## src/rtl/hazard_ctrl_v2.sv

```systemverilog
// Hazard controller beside DE: load-use, long-unit scoreboard and CSR/fence
// serialization stalls, plus a saturating count of DE stall cycles.
module hazard_ctrl_v2 #(
  parameter int REAR_STAGES = 4,
  parameter int LOAD_WIN    = 2,
  parameter int NUM_SRC     = 2,
  parameter int CNT_W       = 16
) (
  input  logic                     clk,
  input  logic                     rst_n,
  input  logic                     de_valid,
  input  logic [5*NUM_SRC-1:0]     de_rs,
  input  logic [NUM_SRC-1:0]       de_rs_used,
  input  logic [4:0]               de_rd,
  input  logic                     de_is_serial,
  input  logic                     de_is_long,
  input  logic [REAR_STAGES-1:0]   st_valid,
  input  logic [5*REAR_STAGES-1:0] st_rd,
  input  logic [REAR_STAGES-1:0]   st_is_load,
  input  logic                     lu_done,
  input  logic [4:0]               lu_rd,
  input  logic                     redirect,
  output logic                     stall_pc,
  output logic                     stall_f2,
  output logic                     stall_de,
  output logic                     flush_ex,
  output logic                     serial_busy,
  output logic [31:0]              sb_pending,
  output logic [CNT_W-1:0]         stall_cnt
);

  typedef enum logic [1:0] {
    IDLE  = 2'd0,
    DRAIN = 2'd1,
    GO    = 2'd2
  } ser_state_t;

  localparam logic [CNT_W-1:0] CNT_MAX = '1;

  ser_state_t  state;
  logic [31:0] sb_q;
  logic [31:0] sb_next;
  logic        load_use;
  logic        sb_raw;
  logic        sb_struct;
  logic        rear_busy;
  logic        ser_stall;
  logic        hz;
  logic        issue;
  logic        unused_bits;

  // Stages at or beyond LOAD_WIN forward their load data, so only part of st_rd/st_is_load matters.
  assign unused_bits = ^{st_rd, st_is_load};

  always_comb begin
    load_use = 1'b0;
    sb_raw   = 1'b0;
    for (int k = 0; k < NUM_SRC; k++) begin
      if (de_rs_used[k] && (de_rs[5*k +: 5] != 5'd0)) begin
        if (sb_q[de_rs[5*k +: 5]]) sb_raw = 1'b1;
        for (int i = 0; i < LOAD_WIN; i++) begin
          if (st_valid[i] && st_is_load[i] && (st_rd[5*i +: 5] == de_rs[5*k +: 5]))
            load_use = 1'b1;
        end
      end
    end
  end

  assign sb_struct = de_is_long & (|sb_q);
  assign rear_busy = (|st_valid) | (|sb_q);
  assign ser_stall = (state == DRAIN) |
                     ((state == IDLE) & de_valid & de_is_serial & rear_busy);

  assign hz       = de_valid & ~redirect & (load_use | sb_raw | sb_struct | ser_stall);
  assign issue    = de_valid & ~hz;
  assign stall_pc = hz;
  assign stall_f2 = hz;
  assign stall_de = hz;
  assign flush_ex = hz;

  assign serial_busy = (state != IDLE);
  assign sb_pending  = sb_q;

  // Redirect squashes whatever serial op was waiting, so it overrides every transition.
  always_ff @(posedge clk or negedge rst_n) begin
    if (!rst_n) begin
      state <= IDLE;
    end else if (redirect) begin
      state <= IDLE;
    end else begin
      case (state)
        IDLE:    if (de_valid && de_is_serial && rear_busy) state <= DRAIN;
        DRAIN:   if (!rear_busy) state <= GO;
        GO:      if (issue) state <= IDLE;
        default: state <= IDLE;
      endcase
    end
  end

  // Set is applied after clear so a same-register collision keeps the bit.
  always_comb begin
    sb_next = sb_q;
    if (lu_done) sb_next[lu_rd] = 1'b0;
    if (issue && de_is_long && (de_rd != 5'd0)) sb_next[de_rd] = 1'b1;
    sb_next[0] = 1'b0;
  end

  always_ff @(posedge clk or negedge rst_n) begin
    if (!rst_n) sb_q <= '0;
    else        sb_q <= sb_next;
  end

  always_ff @(posedge clk or negedge rst_n) begin
    if (!rst_n)                           stall_cnt <= '0;
    else if (hz && (stall_cnt != CNT_MAX)) stall_cnt <= stall_cnt + CNT_W'(1);
  end

endmodule

```

## config.mk

```make
export PLATFORM = sky130hd
export DESIGN_NAME = hazard_ctrl_v2
export DESIGN_NICKNAME = d
export VERILOG_FILES = /design/src/rtl/hazard_ctrl_v2.sv
export SDC_FILE = /design/constraint.sdc
export NUM_CORES = 1
export LEC_CHECK = 0
export CORE_MARGIN = 2
export CORE_UTILIZATION = 60
export DETAILED_ROUTE_END_ITERATION = 6
export DONT_BUFFER_PORTS = 1
export PLACE_DENSITY = 0.82
export SLEW_MARGIN = 20
export SYNTH_ARGS = -nofsm -noshare
export SYNTH_HDL_FRONTEND = slang
export SYNTH_SLANG_ARGS = --single-unit
```

## constraint.sdc

```tcl
create_clock -name clk -period 4 [get_ports clk]
set_clock_uncertainty 0.2 [all_clocks]
set_input_delay 0.6 -clock clk [delete_from_list [all_inputs] [get_ports clk]]
set_output_delay 0.6 -clock clk [all_outputs]
set_load 0.05 [all_outputs]
```

# Word-level counts from Yosys, hierarchy flattened
# Index checks and enable logic that the tools add are counted.
# totals
reg_bits,49
input_bits,57
wordCells,85
# op_classes
n_addsub,1
n_bitwise,17
eq_ne,10
n_reduce_logical,23
muxes,25
order_cmp,6
# ops
operator,count
$mux W32,2
$and A32 B32 Y32,1
$not A32 Y32,1
$or A32 B32 Y32,1
$reduce_or A31 Y1,1
$lt A5 B6 Y1 const B,4
$eq A5 B5 Y1,4
$add A16 B1 Y16 const B,1
$ne A16 B16 Y1 const B,1
$logic_and A1 B1 Y1,15
$reduce_bool A5 Y1,3
$mux W1,14
$bmux W1 S5,2
$demux W1 S5,2
$ge A5 B1 Y1 const B,2
$mux W2,4
$and A1 B1 Y1,7
$ne A3 B3 Y1 const B,2
$pmux W2 S3,1
$or A1 B1 Y1,5
$reduce_or A4 Y1,1
$ne A3 B2 Y1 const B,1
$reduce_and A3 Y1,1
$eq A2 B1 Y1 const B,1
other kinds (4),5

# Logic depth before layout (Yosys ltp)
# Gate-level depths: netlist of run 1.
# logic_depth
ltp_word,17
depth_mapped,10

# Worst setup path before layout of run 1
# Ideal clock, no wire load.
# synth_path
path_type,input -> output
startpoint,in de_rs[2]
endpoint,out stall_de
cell_stages,9
slack_ns,0.100
t_required_ns,3.200
t_arrival_ns,3.100
cell_sequence,buf_2 or3b_1 o221ai_1 a31oi_1 a221oi_2 a311oi_2 or2_4 nor2_1 buf_4
# synth_between
elab_chain_len,12
word_cells_on_any_way,22
# synth_lines
item,line,rtl
from (decl),12,"input logic [5*NUM_SRC-1:0] de_rs,"
"parallel branches: the longest is 8 deep, another holds $bmux W1 S5",-,
$or A1 B1 Y1 (*) (3 in series),74,assign hz = de_valid & ~redirect & (load_use | sb_raw | sb_struct | ser_stall);
$and A1 B1 Y1 (*),74,
to (decl),25,"output logic stall_de,"
# Every way passes the cells marked *. The select of a mux whose other input is x is not followed.

# Final worst setup path of run 1
# layout_path
startpoint,reg sb_q[15] (netlist: sb_pending[15])
endpoint,out stall_de
# layout_between
elab_chain_len,10
word_cells_on_any_way,17
# layout_lines
item,line,rtl
from (decl),41,logic [31:0] sb_q;
from (signal assigned),110,else sb_q <= sb_next;
$bmux W1 S5,60,if (sb_q[de_rs[5*k +: 5]]) sb_raw = 1'b1;
$mux W1 (implied by the code),60,
$mux W1,60,
$mux W1,59,if (de_rs_used[k] && (de_rs[5*k +: 5] != 5'd0)) begin
$mux W1,60,
$mux W1,59,
$or A1 B1 Y1 (2 in series),74,
$or A1 B1 Y1 (*),74,
$and A1 B1 Y1 (*),74,
# Every way passes the cells marked *; elsewhere a longest branch is shown, timed or not. The select of a mux whose other input is x is not followed.

==> results of run 1 <==
==> timing repair <==
item,in CTS,in global routing
setup buffers,0,0
endpoints found under the hold margin,49,0
hold buffers,2,0
==> flip-flops by register name, indices dropped and copies added (netlist names) <==
| name | cells |
|---|---|
| sb_pending | 31 |
| stall_cnt | 16 |
| state | 2 |
==> per-layer routing <==
layer	share of wire [%]	GRT usage [%]
met1	39	39.9
met2	46	43.4
met3	12	7.88
met4	2.2	12.4
met5	0	0
==> power breakdown <==
part	internal, µW	switching, µW	leakage (µW)
Combinational	160	161	0.000600
Sequential	566	380	0.000655
Clock	125	156	0.0000395
==> final timing paths <==
path                                          start                   endpoint  slack, ns
hold / removal                             redirect       state[1]$_DFFE_PN0P_       0.15
setup / recovery           sb_pending[15]$_DFF_PN0_                   stall_de       0.12
min in group asynchronous                     rst_n    sb_pending[7]$_DFF_PN0_       0.62
setup reg to reg            sb_pending[4]$_DFF_PN0_  stall_cnt[11]$_DFFE_PN0P_       0.73
max in group asynchronous                     rst_n   stall_cnt[0]$_DFFE_PN0P_       2.78
hold reg to reg                state[1]$_DFFE_PN0P_       state[0]$_DFFE_PN0P_       0.33
==> layout make-up <==
type | instances | area [µm²] | area share, %
inverters | 4 | 15.0 | 0.448
flip-flops and latches | 49 | 1230 | 36.6
multi-input cells | 241 | 1850 | 55.3
repair buffers | 7 | 87.6 | 2.61
well taps | 70 | 87.6 | 2.61
clock buffers | 8 | 80.1 | 2.39
==> synth_stat cells, types with 4 or more instances <==
library cell	n	area (µm²)
nand3b_1	11	82.6
o21ai_1	31	155
nand2_1	13	48.8
o21ai_0	32	160
a21oi_1	4	20.0
nand3_1	16	80.1
nor4_1	8	50.1
xnor2_1	33	289
or3b_2	4	35.0
mux2i_1	6	60.1
mux2_2	4	45.0
nor2_1	9	33.8
inv_1	4	15.0
and3_1	4	25.0
buf_4	4	30.0
nand4_1	9	56.3
dfrtp_1	49	1230
mux4_2	9	203
==> kinds of logic (layout without fill, tap and decap cells) <==
logic type	count (synthesis)	after routing
multiplexers	22	22
adder cells (fa/ha/maj)	1	1
AND/OR/NAND/NOR	98	98
AO/OA/AOI/OAI	84	84
XOR/XNOR	35	35
other	1	1
buffers and inverters	18	19
flip-flops	49	49
==> cell usage in the layout (no fill, tap or decap), types with 3 or more instances in the layout <==
cell type,instances
a21oi_1,4
a221oi_1,3
and2_1,3
and3_1,4
buf_4,4
clkbuf_1,3
clkbuf_8,5
dfrtp_1,49
inv_1,4
mux2_2,4
mux2i_1,6
mux4_1,3
mux4_2,9
nand2_1,13
nand3_1,16
nand3b_1,11
nand4_1,9
nor2_1,8
nor2b_1,3
nor3_1,3
nor4_1,8
o21ai_0,32
o21ai_1,31
or3_1,3
or3b_2,4
xnor2_1,33
==> per-stage QoR <==
step	total power, µW	utilization (%)	area [µm²]
after global placement	1240	63.3	3230
after detailed placement	1260	63.3	3230
final	1550	65.6	3350
after floorplan	1180	-	3180
after global routing	1610	65.6	3350
after CTS	1540	65.6	3350
==> worst max-delay path, stage by stage (launching register included) <==
cell and delay (ns):
dfrtp_1 0.61, mux4_2 0.55, a221oi_1 0.28, o31ai_1 0.16, a21o_1 0.19, a311oi_2 0.44
or2_4 0.30, nor2_4 0.05, buf_12 0.20
==> results.yml, run 1 <==
synth:
  muxShareOfSynthArea_pct: 12.2
  synth_top_family_by_area: "simple AND/OR/NAND/NOR gates"
  ys_types: 51
  synthesis.nets: 366
  synthFlopType: "dfrtp_1"
  synth-edff-count: 0
  synthArstFlopShare_pct: 100
  synth-adder-area-share_pct: 0.393
  netlist_area_mm2: 0.00318
  synthCells: 308
  synth_seq_area_share_pct: 38.5
  avgSynthCellArea_um2: 10.3
  ys_seq_elements: 49
  synth-xor-area-share_pct: 9.63
  ys_warn_count: 0
  yosys.area_share.simple_pct: 20.6
  synth-compound-area-share_pct: 15.1
clock_network:
  h-tree-depth: 2
  post_cts_resized: 0
  numCtsBuffers: 5
  cts.sinks: 49
  cts_tree: "done"
  clockBufferDepth: 2
  cts-root-buf: "clkbuf_8"
  clk_latency_ns: 0.30
  path_clk_slew_ns: 0.08
sta:
  setup_tns_ns: 0
  max_freq_mhz: 258
  hold_viol: 0
  slew_headroom_pct: 46.2
  timing.final.crit_share_pct: 97.0
  rsz0062_at_grt: "false"
  setup_viol: 0
  slew_viol_final: 0
  holdWs_ns: 0.148
  setup_ws_ns: 0.118
  period_needed_ns: 3.88
  worst_slew_pin_slew_ns: 0.802
layout:
  fin_nets: 366
  stdcell_count: 379
  drive_above_1_share_pct: 12.3
  antenna_cells: 0
  num-fill-cells: 415
  area_growth_pct: 5.31
drt:
  drc: 0
  dr_total_vias: 2643
  first_pass_iters: 4
  routed_wl_um: 8280
  ant_nets: 0
  avgRoutedWirePerCell_um: 21.8
  drt_iter0_drc: 197
  via_per_inst: 6.97
placement:
  portBuffers: 0
  gp_congestion: 0.900
  hpwl_um: 6090
  dp_worst_setup_slack_ns: 0.482
  place_inst: 369
floorplanning:
  ios: 110
  dieArea_mm2: 0.00590
  start_util_pct: 62.3
  fp.dieW_um: 76.8
  num_rows: 26
  dieHeight_um: 76.8
  core_area_mm2: 0.00511
worst_setup_path:
  r2r_cells: 8
  crit_type: "register to primary output"
  critPathRequiredTime_ns: 3.20
  crit_fanout: 5
  cp_data_arrival_time_ns: 3.08
  end_kind: "primary output"
  start_kind: "register"
grt:
  gr-total-overflow: 0
  first_global_vias: 2654
  grt_util_all_layers_pct: 29.0
  grt_max_degree: 50
  antenna_found_initial: 0
  grt_pass1_wl_um: 13400
worst_hold_path:
  hold_class: "primary input to register"
  min_path_cells: 1
power_and_ir_drop:
  p_per_area_mw_per_mm2: 462
  p_leak_uw: 0.00129
  ir_worst_vdd_uv: 381
flow_run:
  cap_violations: 0
outcome:
  status: "finished clean"
Power figures use the tool's default switching activity.
==> inputs of run 2 (changes only) <==
Settings changed: REMOVE_ABC_BUFFERS set to 1.
==> run 2 against run 1 <==
Non-clock buffer count rose by 11; global-route usage rose by 0.78 points; worst hold slack got worse by 0.0041 ns; setup slack improved by 0.085 ns; combinational power rose by 34%; highest routed layer unchanged.
==> results.yml, run 2 (synthesis results as in run 1) <==
sta:
  period_needed_ns: 3.80
  hold_viol: 0
  slew_headroom_pct: 44.4
  setup_viol: 0
  worst_slew_pin_slew_ns: 0.828
  slew_viol_final: 0
  rsz0062_at_grt: "false"
  max_freq_mhz: 263
  timing.final.crit_share_pct: 94.9
  setup_tns_ns: 0
floorplanning:
  ios: 110
  dieHeight_um: 76.8
  start_util_pct: 62.3
  fp.dieW_um: 76.8
  core_area_mm2: 0.00511
  dieArea_mm2: 0.00590
  num_rows: 26
worst_hold_path:
  hold_class: "primary input to register"
grt:
  use_met3_pct: 7.76
  gr-total-overflow: 0
  antenna_found_initial: 0
  first_global_vias: 2738
  grt_util_all_layers_pct: 29.8
  met1_usage_pct: 40.3
  grt_pass1_wl_um: 13900
  grt.busiest_layer: "met2"
  grtUsageMet2_pct: 48.2
  grt_max_degree: 50
clock_network:
  clk_latency_ns: 0.30
  cts_tree: "done"
  path_clk_slew_ns: 0.10
  h-tree-depth: 2
  cts-root-buf: "clkbuf_8"
  cts.sinks: 49
  cts_setup_buffers: 0
  clockBufferDepth: 2
  numCtsBuffers: 5
drt:
  via_per_inst: 6.98
  avgRoutedWirePerCell_um: 22.3
  drc: 0
  first_pass_iters: 5
  dr_total_vias: 2721
  ant_nets: 0
  drt_iter0_drc: 257
  routed_wl_um: 8690
placement:
  place_area_mm2: 0.00332
  gp_congestion: 0.902
  portBuffers: 0
  hpwl_um: 6230
  place_inst: 380
worst_setup_path:
  crit_fanout: 5
  end_kind: "primary output"
  critPathRequiredTime_ns: 3.20
  cp_data_arrival_time_ns: 3.00
  start_kind: "register"
  crit_type: "register to primary output"
power_and_ir_drop:
  p_per_area_mw_per_mm2: 478
  ir_worst_vdd_uv: 523
  p_leak_uw: 0.00136
layout:
  num-fill-cells: 387
  layout.cells.most_common: "dfrtp_1"
  register_area_mm2: 0.00123
  final_cell_mix: "dfrtp_1, xnor2_1, o21ai_0"
  fin_area_mm2: 0.00347
  largest_register_ffs: 31
  utilization_pct: 68.0
  drive_above_1_share_pct: 16.9
  fin_nets: 377
  area_growth_pct: 9.08
  antenna_cells: 0
  stdcell_count: 390
  multi_input_area_mm2: 0.00185
flow_run:
  cap_violations: 0
outcome:
  status: "finished clean"
[run 2: changes by cell type in the layout (fill, tap and decap cells not counted)]
cell | previous run | this run
bufinv_16 | 0 | 1
buf_4 | 4 | 15
clkbuf_1 | 3 | 0
clkinv_4 | 0 | 1
dfrtp_2 | 0 | 2
clkinvlp_4 | 0 | 1
dfrtp_1 | 49 | 47
[run 2: worst paths after layout]
kind                                          start                         to  slack (ns)  cells after the start
min in group asynchronous                     rst_n   sb_pending[24]$_DFF_PN0_        0.62                      2
setup reg to reg            sb_pending[5]$_DFF_PN0_  stall_cnt[11]$_DFFE_PN0P_        0.78                      8
setup / recovery           sb_pending[13]$_DFF_PN0_                   flush_ex        0.20                      8
hold / removal                             redirect       state[1]$_DFFE_PN0P_        0.14                      1
max in group asynchronous                     rst_n   sb_pending[12]$_DFF_PN0_        2.76                      2
hold reg to reg                state[1]$_DFFE_PN0P_       state[0]$_DFFE_PN0P_        0.32                      1
[run 2: area by class of cell]
type,instances,share of cell area [%]
clock buffers,5,1.98
clock inverters,3,1.33
inverters,4,0.433
multi-input cells,241,53.4
flip-flops and latches,49,35.4
well taps,70,2.52
repair buffers,18,4.90
[run 2: per-layer routing]
layer  routed length, µm  up-vias
met5                   0        -
met4                  74        0
met3                 948        6
met2                4260      176
met1                3410     1350
li1                    -     1189
[run 2: through the flow]
stage          hold WS [ns]  worst slack (ns)  total power (µW)
2_1_floorplan         0.104             -1.13              1160
3_3_place_gp          0.106             0.448              1270
3_5_place_dp          0.106             0.434              1290
4_1_cts               0.139             0.105              1660
5_1_grt               0.130            0.0787              1730
6_report              0.144             0.203              1660
[run 2: power by group]
group	switching, µW	internal [µW]	leakage, µW
clock network	173	187	0.0000543
logic	250	183	0.000658
registers	297	568	0.000652
total	719	938	0.00136
[run 2: timing repair]
action	4_1_cts	5_1_grt
endpoints found under the setup margin	0	3
hold buffers	2	0
resized for setup	0	2
hold endpoints to repair	49	0
[run 2: worst max-delay path, cell delays in order, from the launching register on]
cell and delay (ns):
dfrtp_2 0.54, mux4_1 0.58, mux2_2 0.29, a21oi_1 0.20
a221oi_2 0.09, a311oi_2 0.38, or2_4 0.29, nor2_4 0.12
buf_12 0.20
==> inputs of run 3 (changes only) <==
Settings changed: REMOVE_ABC_BUFFERS 1 to not set.
==> results of run 3 <==
No change in the layout: final DEF, timing and power equal those of run 1.
